$ cat config.mk
export PLATFORM = sky130hd
export DESIGN_NAME = serial_magnitude_comparator_flat
export DESIGN_NICKNAME = d
export VERILOG_FILES = /design/src/rtl/serial_magnitude_comparator_if.sv /design/src/rtl/serial_magnitude_comparator.sv /design/src/flat_wrapper.sv
export SDC_FILE = /design/constraint.sdc
export NUM_CORES = 1
export LEC_CHECK = 0
export CAP_MARGIN = 20
export CORE_MARGIN = 8
export CORE_UTILIZATION = 49
export DETAILED_ROUTE_END_ITERATION = 8
export GPL_TIMING_DRIVEN = 1
export PLACE_DENSITY = 0.77
export SYNTH_ARGS = -nofsm -noshare
export SYNTH_HDL_FRONTEND = slang
export SYNTH_SLANG_ARGS = --single-unit
$ cat constraint.sdc
create_clock -name clk -period 3.1 [get_ports clk]
set_clock_uncertainty 0.2 [all_clocks]
set_input_delay 0.31 -clock clk [delete_from_list [all_inputs] [get_ports clk]]
set_output_delay 0.31 -clock clk [all_outputs]
set_load 0.05 [all_outputs]
$ cat src/rtl/serial_magnitude_comparator_if.sv
// Compare request/result bundle for the
// bit-serial magnitude comparator.
interface serial_magnitude_comparator_if #(
  parameter int WIDTH = 8
);
  logic             start;
  logic [WIDTH-1:0] a;
  logic [WIDTH-1:0] b;
  logic             busy;
  logic             done;
  logic             less;
  logic             greater;
  logic             equal;

  modport master (
    output start, a, b,
    input  busy, done, less, greater, equal
  );

  modport slave (
    input  start, a, b,
    output busy, done, less, greater, equal
  );
endinterface

$ cat src/rtl/serial_magnitude_comparator.sv
// Bit-serial unsigned magnitude comparator,
// MSB-first, with start/busy/done handshake.
module serial_magnitude_comparator #(
  parameter int WIDTH      = 8,
  parameter int EARLY_EXIT = 1
) (
  input logic clk,
  input logic reset,
  serial_magnitude_comparator_if.slave bus
);

  localparam int CW = $clog2(WIDTH);

  typedef enum logic [1:0] {
    IDLE,
    RUN,
    DONE
  } state_t;

  state_t state;
  state_t state_nx;

  logic [WIDTH-1:0] sa;
  logic [WIDTH-1:0] sb;
  logic [CW-1:0]    cnt;
  logic             lt;
  logic             gt;
  logic             eq;
  logic             less;
  logic             greater;
  logic             equal;

  logic a_bit;
  logic b_bit;
  logic lt_nx;
  logic gt_nx;
  logic eq_nx;
  logic accept;
  logic finish;

  // Ripple one bit pair into the running flags.
  always_comb begin
    a_bit = sa[cnt];
    b_bit = sb[cnt];
    lt_nx = lt | (eq & ~a_bit & b_bit);
    gt_nx = gt | (eq & a_bit & ~b_bit);
    eq_nx = eq & ~(a_bit ^ b_bit);
  end

  // Next-state and handshake decode.
  always_comb begin
    state_nx = state;
    accept   = 1'b0;
    finish   = 1'b0;
    unique case (state)
      IDLE: begin
        if (bus.start) begin
          accept   = 1'b1;
          state_nx = RUN;
        end
      end
      RUN: begin
        if (cnt == '0 ||
            (EARLY_EXIT != 0 && !eq_nx)) begin
          finish   = 1'b1;
          state_nx = DONE;
        end
      end
      DONE: begin
        if (bus.start) begin
          accept   = 1'b1;
          state_nx = RUN;
        end else begin
          state_nx = IDLE;
        end
      end
      default: state_nx = IDLE;
    endcase
  end

  // State register.
  always_ff @(posedge clk) begin
    if (reset) begin
      state <= IDLE;
    end else begin
      state <= state_nx;
    end
  end

  // Operand capture, bit walk and result load.
  always_ff @(posedge clk) begin
    if (reset) begin
      sa      <= '0;
      sb      <= '0;
      cnt     <= '0;
      lt      <= 1'b0;
      gt      <= 1'b0;
      eq      <= 1'b1;
      less    <= 1'b0;
      greater <= 1'b0;
      equal   <= 1'b0;
    end else if (accept) begin
      sa  <= bus.a;
      sb  <= bus.b;
      cnt <= CW'(WIDTH - 1);
      lt  <= 1'b0;
      gt  <= 1'b0;
      eq  <= 1'b1;
    end else if (state == RUN) begin
      lt <= lt_nx;
      gt <= gt_nx;
      eq <= eq_nx;
      if (cnt != '0) begin
        cnt <= cnt - 1'b1;
      end
      if (finish) begin
        less    <= lt_nx;
        greater <= gt_nx;
        equal   <= eq_nx;
      end
    end
  end

  assign bus.busy    = (state == RUN);
  assign bus.done    = (state == DONE);
  assign bus.less    = less;
  assign bus.greater = greater;
  assign bus.equal   = equal;

endmodule

$ cat src/flat_wrapper.sv
// flat-port wrapper written by rule: the top's interface ports become plain ports
module serial_magnitude_comparator_flat 
#(
  parameter int WIDTH      = 8,
  parameter int EARLY_EXIT = 1
)
  (clk, reset, bus_start, bus_a, bus_b, bus_busy, bus_done, bus_less, bus_greater, bus_equal);
  serial_magnitude_comparator_if #(.WIDTH(WIDTH)) bus_i ();
  input logic clk;
  input logic reset;
  input wire logic [$bits(bus_i.start)-1:0] bus_start;
  input wire logic [$bits(bus_i.a)-1:0] bus_a;
  input wire logic [$bits(bus_i.b)-1:0] bus_b;
  output wire logic [$bits(bus_i.busy)-1:0] bus_busy;
  output wire logic [$bits(bus_i.done)-1:0] bus_done;
  output wire logic [$bits(bus_i.less)-1:0] bus_less;
  output wire logic [$bits(bus_i.greater)-1:0] bus_greater;
  output wire logic [$bits(bus_i.equal)-1:0] bus_equal;
  assign bus_i.start = bus_start;
  assign bus_i.a = bus_a;
  assign bus_i.b = bus_b;
  assign bus_busy = bus_i.busy;
  assign bus_done = bus_i.done;
  assign bus_less = bus_i.less;
  assign bus_greater = bus_i.greater;
  assign bus_equal = bus_i.equal;
  serial_magnitude_comparator #(.WIDTH(WIDTH), .EARLY_EXIT(EARLY_EXIT)) u_core (.clk(clk), .reset(reset), .bus(bus_i));
endmodule
==> impl_metrics.ini, run 1 <==
[pwr]
pwr-share-clk = 0.206
comb_power_share = 0.240
p_sw_frac = 0.289
power.switching_mw = 0.206
irDropWorstVdd_mv = 0.402
p_leak_nw = 0.555
p_int_mw = 0.506
power.density_nw_per_um2 = 488
p_total_mw = 0.712
pwr-share-seq = 0.554

[placed_design]
dp_hpwl_um = 1900
pre_cts_slack_ps = 757
placedCellCount = 181
gp_congestion = 0.782
port_buffers = 23

[logic_synthesis]
synthSimpleGateAreaFrac = 0.181
syn-cell-area_um2 = 1190
synthAdderAreaFrac = 0.0211
synth_area_per_cell_um2 = 8.87
synth_seq_area_share = 0.455
synth_cell_types = 24
synth_compound_area_frac = 0.135
syn_inst = 134
synth.mux.area_fraction = 0.133
synth_xor_area_frac = 0.0284
synth_fp_nets = 155
ys_ff_latch = 27
synth_warnings = 0
synth_top_family_by_area = simple AND/OR/NAND/NOR gates

[grt]
antenna_found_initial = 0
overflow = 0
grt_max_degree = 21
grt_first_pass_wirelength_um = 4200
grt_pass1_vias = 989
grtUsageTotal = 0.122

[die]
pin_count = 24
start_util = 0.498
row_count = 18
core_area_um2 = 2390
die_area_um2 = 4260
die_width_um = 65.3
die_y_um = 65.3

[cts]
cts_buffers = 3
cts-root-buf = clkbuf_4
clock_latency_ps = 320
clock-sinks = 27
cts_hold_buf = 0
postCtsSetupRepairBufs = 0
cts_resized = 0
clk_path_buf_depth = 2
cts_tree = yes
cts.clk_slew.worst_paths_ps = 140
cts_max_level = 1

[critical_path]
critPathCaptureType = primary output
cp_slowest_cell = clkdlybuf4s50_1
crit_family = buffers and inverters
required_ps = 2590
path_max_fanout = 5
crit_arrival_ps = 1840
cp_num_buf_inv = 2
slowest_delay_ps = 820
worst-setup-path-type = flip-flop to primary output
crit_chain = nand2b_1 -> inv_1 -> clkdlybuf4s50_1
crit_path_start_kind = flip-flop

[finish]
instances_no_fill = 185
syn2layout_area_growth_pct = 22.8
layout_common_cells = 35 x nand2_1, 27 x dfxtp_1, 23 x clkdlybuf4s50_1
layout-drive-gt1-share = 0.0968
n_antenna_cell = 0
layout.nets = 177
final_common_cell = nand2_1
final_util = 0.612

[flow_run]
maxCapViolCount = 0

[detailed_routing]
wl_per_cell_um = 13.0
via_per_inst = 5.10
num_vias = 943
totalWireLength_um = 2400
drt-initial-drc-count = 20
dr.pass1.iters = 3
drc = 0
final_antenna_net_count = 0

[min_path]
hp-class = flip-flop to flip-flop

[timing]
period_share = 0.759
min_period_ps = 2350
worstMarginPinSlew_ps = 721
max_freq_ghz = 0.425
rsz0062_at_grt = false
finalSetupTns_ps = 0
hold_violations = 0
setup_ws_ps = 748
max_slew_margin = 0.519
finalSetupViolCount = 0
final_max_slew_viol_count = 0

[outcome]
status = complete, no violations
## tightest hold or removal path, cell delays in order, from the launching register on
cell	delay, ps
dfxtp_1	330
nand2_1	50
a21oi_1	50
## sequential cells by signal, summed over array words and instances (netlist names)
name                count
u_core.gt               1
u_core.sa               8
u_core.bus.less         1
u_core.sb               8
u_core.state            2
u_core.cnt              3
u_core.lt               1
u_core.eq               1
u_core.bus.equal        1
u_core.bus.greater      1
## cells by family after synthesis
logic type      after synthesis
compound gates               29
xor+xnor                      3
fa+ha+maj                     2
buf+inv                      13
flops                        27
mux                           8
simple gates                 52
## routing by layer
layer | track usage | routed length, um | vias to the layer above | part of all wire
li1 | - | - | 481 | -
met1 | 0.124 | 1030 | 441 | 0.43
met2 | 0.221 | 1220 | 17 | 0.51
met3 | 0.0357 | 114 | 4 | 0.048
met4 | 0.0627 | 38 | 0 | 0.016
met5 | 0 | 0 | - | 0
## synthesized netlist by cell type (all sizes together)
cell type  instances  area, um2
mux2               3       45.0
a31oi              1       6.26
xnor2              1       8.76
mux4               4       90.1
xor2               2       25.0
nand2b             2       12.5
nor2b              5       31.3
nand2             35        131
nor3               1       5.00
o31a               1       8.76
nor2               8       30.0
a21oi             22        110
mux2i              1       22.5
inv                5       18.8
buf                2       15.0
dfxtp             27        541
a21o               1       15.0
o21ai              4       20.0
nand3              1       5.00
clkbuf             6       22.5
ha                 2       25.0
## metrics by stage
stage	cell area, um2	hold slack [ps]
finish	1460	266
global route	1460	293
CTS	1460	267
detailed placement	1430	248
global placement	1430	247
floorplan	1190	233
## power by group through the flow
stage / clock, mW / sequential [mW] / combinational, mW
6_report: 0.147 / 0.394 / 0.171
3_5_place_dp: 0 / 0.402 / 0.172
5_1_grt: 0.166 / 0.398 / 0.187
2_1_floorplan: 0 / 0.400 / 0.122
4_1_cts: 0.153 / 0.395 / 0.172
3_3_place_gp: 0 / 0.400 / 0.165
## final cells by class
class | count | area [um2]
inverter | 5 | 18.8
multi-input combinational | 94 | 592
clock buffer | 4 | 26.3
sequential | 27 | 541
fill | 248 | 927
tap | 30 | 37.5
timing repair buffer | 25 | 245
## worst paths after layout
check                                    start                      endpoint  slack, ps  cells after the start
setup / recovery  u_core.state[0]$_SDFFE_PP0P_                      bus_busy        750                      3
hold / removal       u_core.sa[3]$_SDFFE_PP0P_     u_core.sa[3]$_SDFFE_PP0P_        270                      2
setup reg to reg    u_core.cnt[0]$_SDFFE_PP0P_  u_core.bus.less$_SDFFE_PP0P_        750                      5
hold reg to reg      u_core.sa[3]$_SDFFE_PP0P_     u_core.sa[3]$_SDFFE_PP0P_        270                      2
Note: power is estimated with default switching activity, not from simulation.
==> inputs of run 2 (changes only) <==
--- a/config.mk
+++ b/config.mk
@@ -7,10 +7,10 @@
 export LEC_CHECK = 0
 export CAP_MARGIN = 20
 export CORE_MARGIN = 8
-export CORE_UTILIZATION = 49
+export CORE_UTILIZATION = 45
 export DETAILED_ROUTE_END_ITERATION = 8
 export GPL_TIMING_DRIVEN = 1
-export PLACE_DENSITY = 0.77
+export PLACE_DENSITY = 0.74
 export SYNTH_ARGS = -nofsm -noshare
 export SYNTH_HDL_FRONTEND = slang
 export SYNTH_SLANG_ARGS = --single-unit
==> constraint.sdc (replaced) <==
create_clock -name clk -period 2 [get_ports clk]
set_clock_uncertainty 0.2 [all_clocks]
set_input_delay 0.2 -clock clk [delete_from_list [all_inputs] [get_ports clk]]
set_output_delay 0.2 -clock clk [all_outputs]
set_load 0.05 [all_outputs]
==> run 2 against run 1 <==
Effect of this change: the run now ends with negative setup slack left; via count rose by 4.8%; die area increased by 6.7%; final cell count increased by 4.3%; clock power grew 52%; critical path type is now flip-flop to flip-flop; critical endpoint is now u_core.bus.less$_SDFFE_PP0P_; largest power group unchanged.
==> impl_metrics.ini, run 2 (same netlist as run 1, synthesis figures left out) <==
[placed_design]
pre_cts_slack_ps = -188
gp_congestion = 0.838
dp_hpwl_um = 1900
port_buffers = 23

[die]
die_area_um2 = 4540
start_util = 0.475
die_width_um = 67.4
row_count = 18
pin_count = 24
core_area_um2 = 2500
die_y_um = 67.4

[grt]
antenna_found_initial = 0
overflow = 0
grt_first_pass_wirelength_um = 4170
grt_max_degree = 21
grt_pass1_vias = 970
grtUsageTotal = 0.113

[detailed_routing]
final_antenna_net_count = 0
via_per_inst = 5.12
drt-initial-drc-count = 48
num_vias = 988
drc = 0
totalWireLength_um = 2510
dr.pass1.iters = 4
wl_per_cell_um = 13.0

[pwr]
p_total_mw = 1.15
power.density_nw_per_um2 = 743
p_leak_nw = 0.604
irDropWorstVdd_mv = 0.468

[critical_path]
worst-setup-path-type = flip-flop to flip-flop
critPathCaptureType = flip-flop
required_ps = 2010
crit_path_start_kind = flip-flop
path_max_fanout = 3
crit_arrival_ps = 2180

[cts]
cts-root-buf = clkbuf_4
clock_latency_ps = 310
cts_hold_buf = 0
clk_path_buf_depth = 2
cts_max_level = 1
cts_tree = yes
cts_buffers = 3
cts.clk_slew.worst_paths_ps = 140
clock-sinks = 27

[timing]
finalSetupTns_ps = -361
period_share = 1.08
max_freq_ghz = 0.462
rsz0062_at_grt = true
setup_ws_ps = -163
final_max_slew_viol_count = 0
finalSetupViolCount = 4
min_period_ps = 2160
max_slew_margin = 0.666
hold_violations = 0
worstMarginPinSlew_ps = 499

[finish]
top_regs = u_core.sa (8), u_core.sb (8), u_core.cnt (3)
final_common_cell = nand2_1
n_fill_cell = 211
layout-drive-gt1-share = 0.202
layout_common_cells = 35 x nand2_1, 25 x dfxtp_1, 21 x clkdlybuf4s50_1
layout.nets = 185
n_antenna_cell = 0
syn2layout_area_growth_pct = 30.0
final_util = 0.618

[outcome]
status = complete, but fails checks
violations = negative setup slack

[flow_run]
maxCapViolCount = 0

[min_path]
hp-class = input pin to flip-flop
-- run 2: cell types whose count changed in the layout (fill, tap and decap cells not counted), sizes merged --
cell,delta
buf,+10
clkdlybuf4s50,-2
-- run 2: path summary, 6_finish.rpt --
path	start	to	slack [ps]	depth (start not counted)
setup reg to reg	u_core.cnt[1]$_SDFFE_PP0P_	u_core.bus.less$_SDFFE_PP0P_	-160	5
setup / recovery	u_core.cnt[1]$_SDFFE_PP0P_	u_core.bus.less$_SDFFE_PP0P_	-160	5
hold reg to reg	u_core.sb[7]$_SDFFE_PP0P_	u_core.sb[7]$_SDFFE_PP0P_	260	2
hold / removal	bus_a[1]	u_core.sa[1]$_SDFFE_PP0P_	220	3
-- run 2: final cells by class --
cell class | count | area (um2) | share of cell area
multi-input combinational | 94 | 616 | 0.398
timing repair buffer | 33 | 304 | 0.197
clock buffer | 4 | 26.3 | 0.0170
inverter | 5 | 18.8 | 0.0121
sequential | 27 | 543 | 0.351
tap | 30 | 37.5 | 0.0243
-- run 2: what timing repair did --
item | CTS | global route
cloned | 0 | 0
resized for setup | 3 | 5
setup endpoints to repair | 4 | 7
setup buffers | 2 | 1
pin swaps | 2 | 5
-- run 2: worst max-delay path, cell delays in order (launching register included) --
cell     delay, ps
dfxtp_2        370
mux4_2         500
mux2_4         320
xor2_2         160
a21o_4         240
mux2_4         290
-- run 2: power breakdown --
part | switching (mW) | internal (mW) | leakage (nW)
clock | 0.147 | 0.0777 | 0.0150
sequential | 0.0282 | 0.577 | 0.222
combinational | 0.159 | 0.160 | 0.367
total | 0.334 | 0.815 | 0.604
-- run 2: through the flow --
step / hold slack (ps) / area, um2 / instances
floorplan: 136 / 1190 / 134
global placement: 244 / 1480 / 188
detailed placement: 249 / 1480 / 188
CTS: 213 / 1530 / 193
global route: 208 / 1550 / 193
finish: 222 / 1550 / 193
-- run 2: per-layer routing --
metal  GRT usage  up-vias  part of all wire
met5           0        -                 0
met4      0.0287        0                 0
met3      0.0315        0             0.051
met2       0.200       20              0.52
met1       0.132      469              0.43
li1            -      499                 -
==> inputs of run 3 (changes only) <==
--- a/config.mk
+++ b/config.mk
@@ -5,6 +5,7 @@
 export SDC_FILE = /design/constraint.sdc
 export NUM_CORES = 1
 export LEC_CHECK = 0
+export ABC_CLOCK_PERIOD_IN_PS = 2000
 export CAP_MARGIN = 20
 export CORE_MARGIN = 8
 export CORE_UTILIZATION = 45
==> results of run 3 <==
Final layout, timing and power as in run 2 (identical DEF).
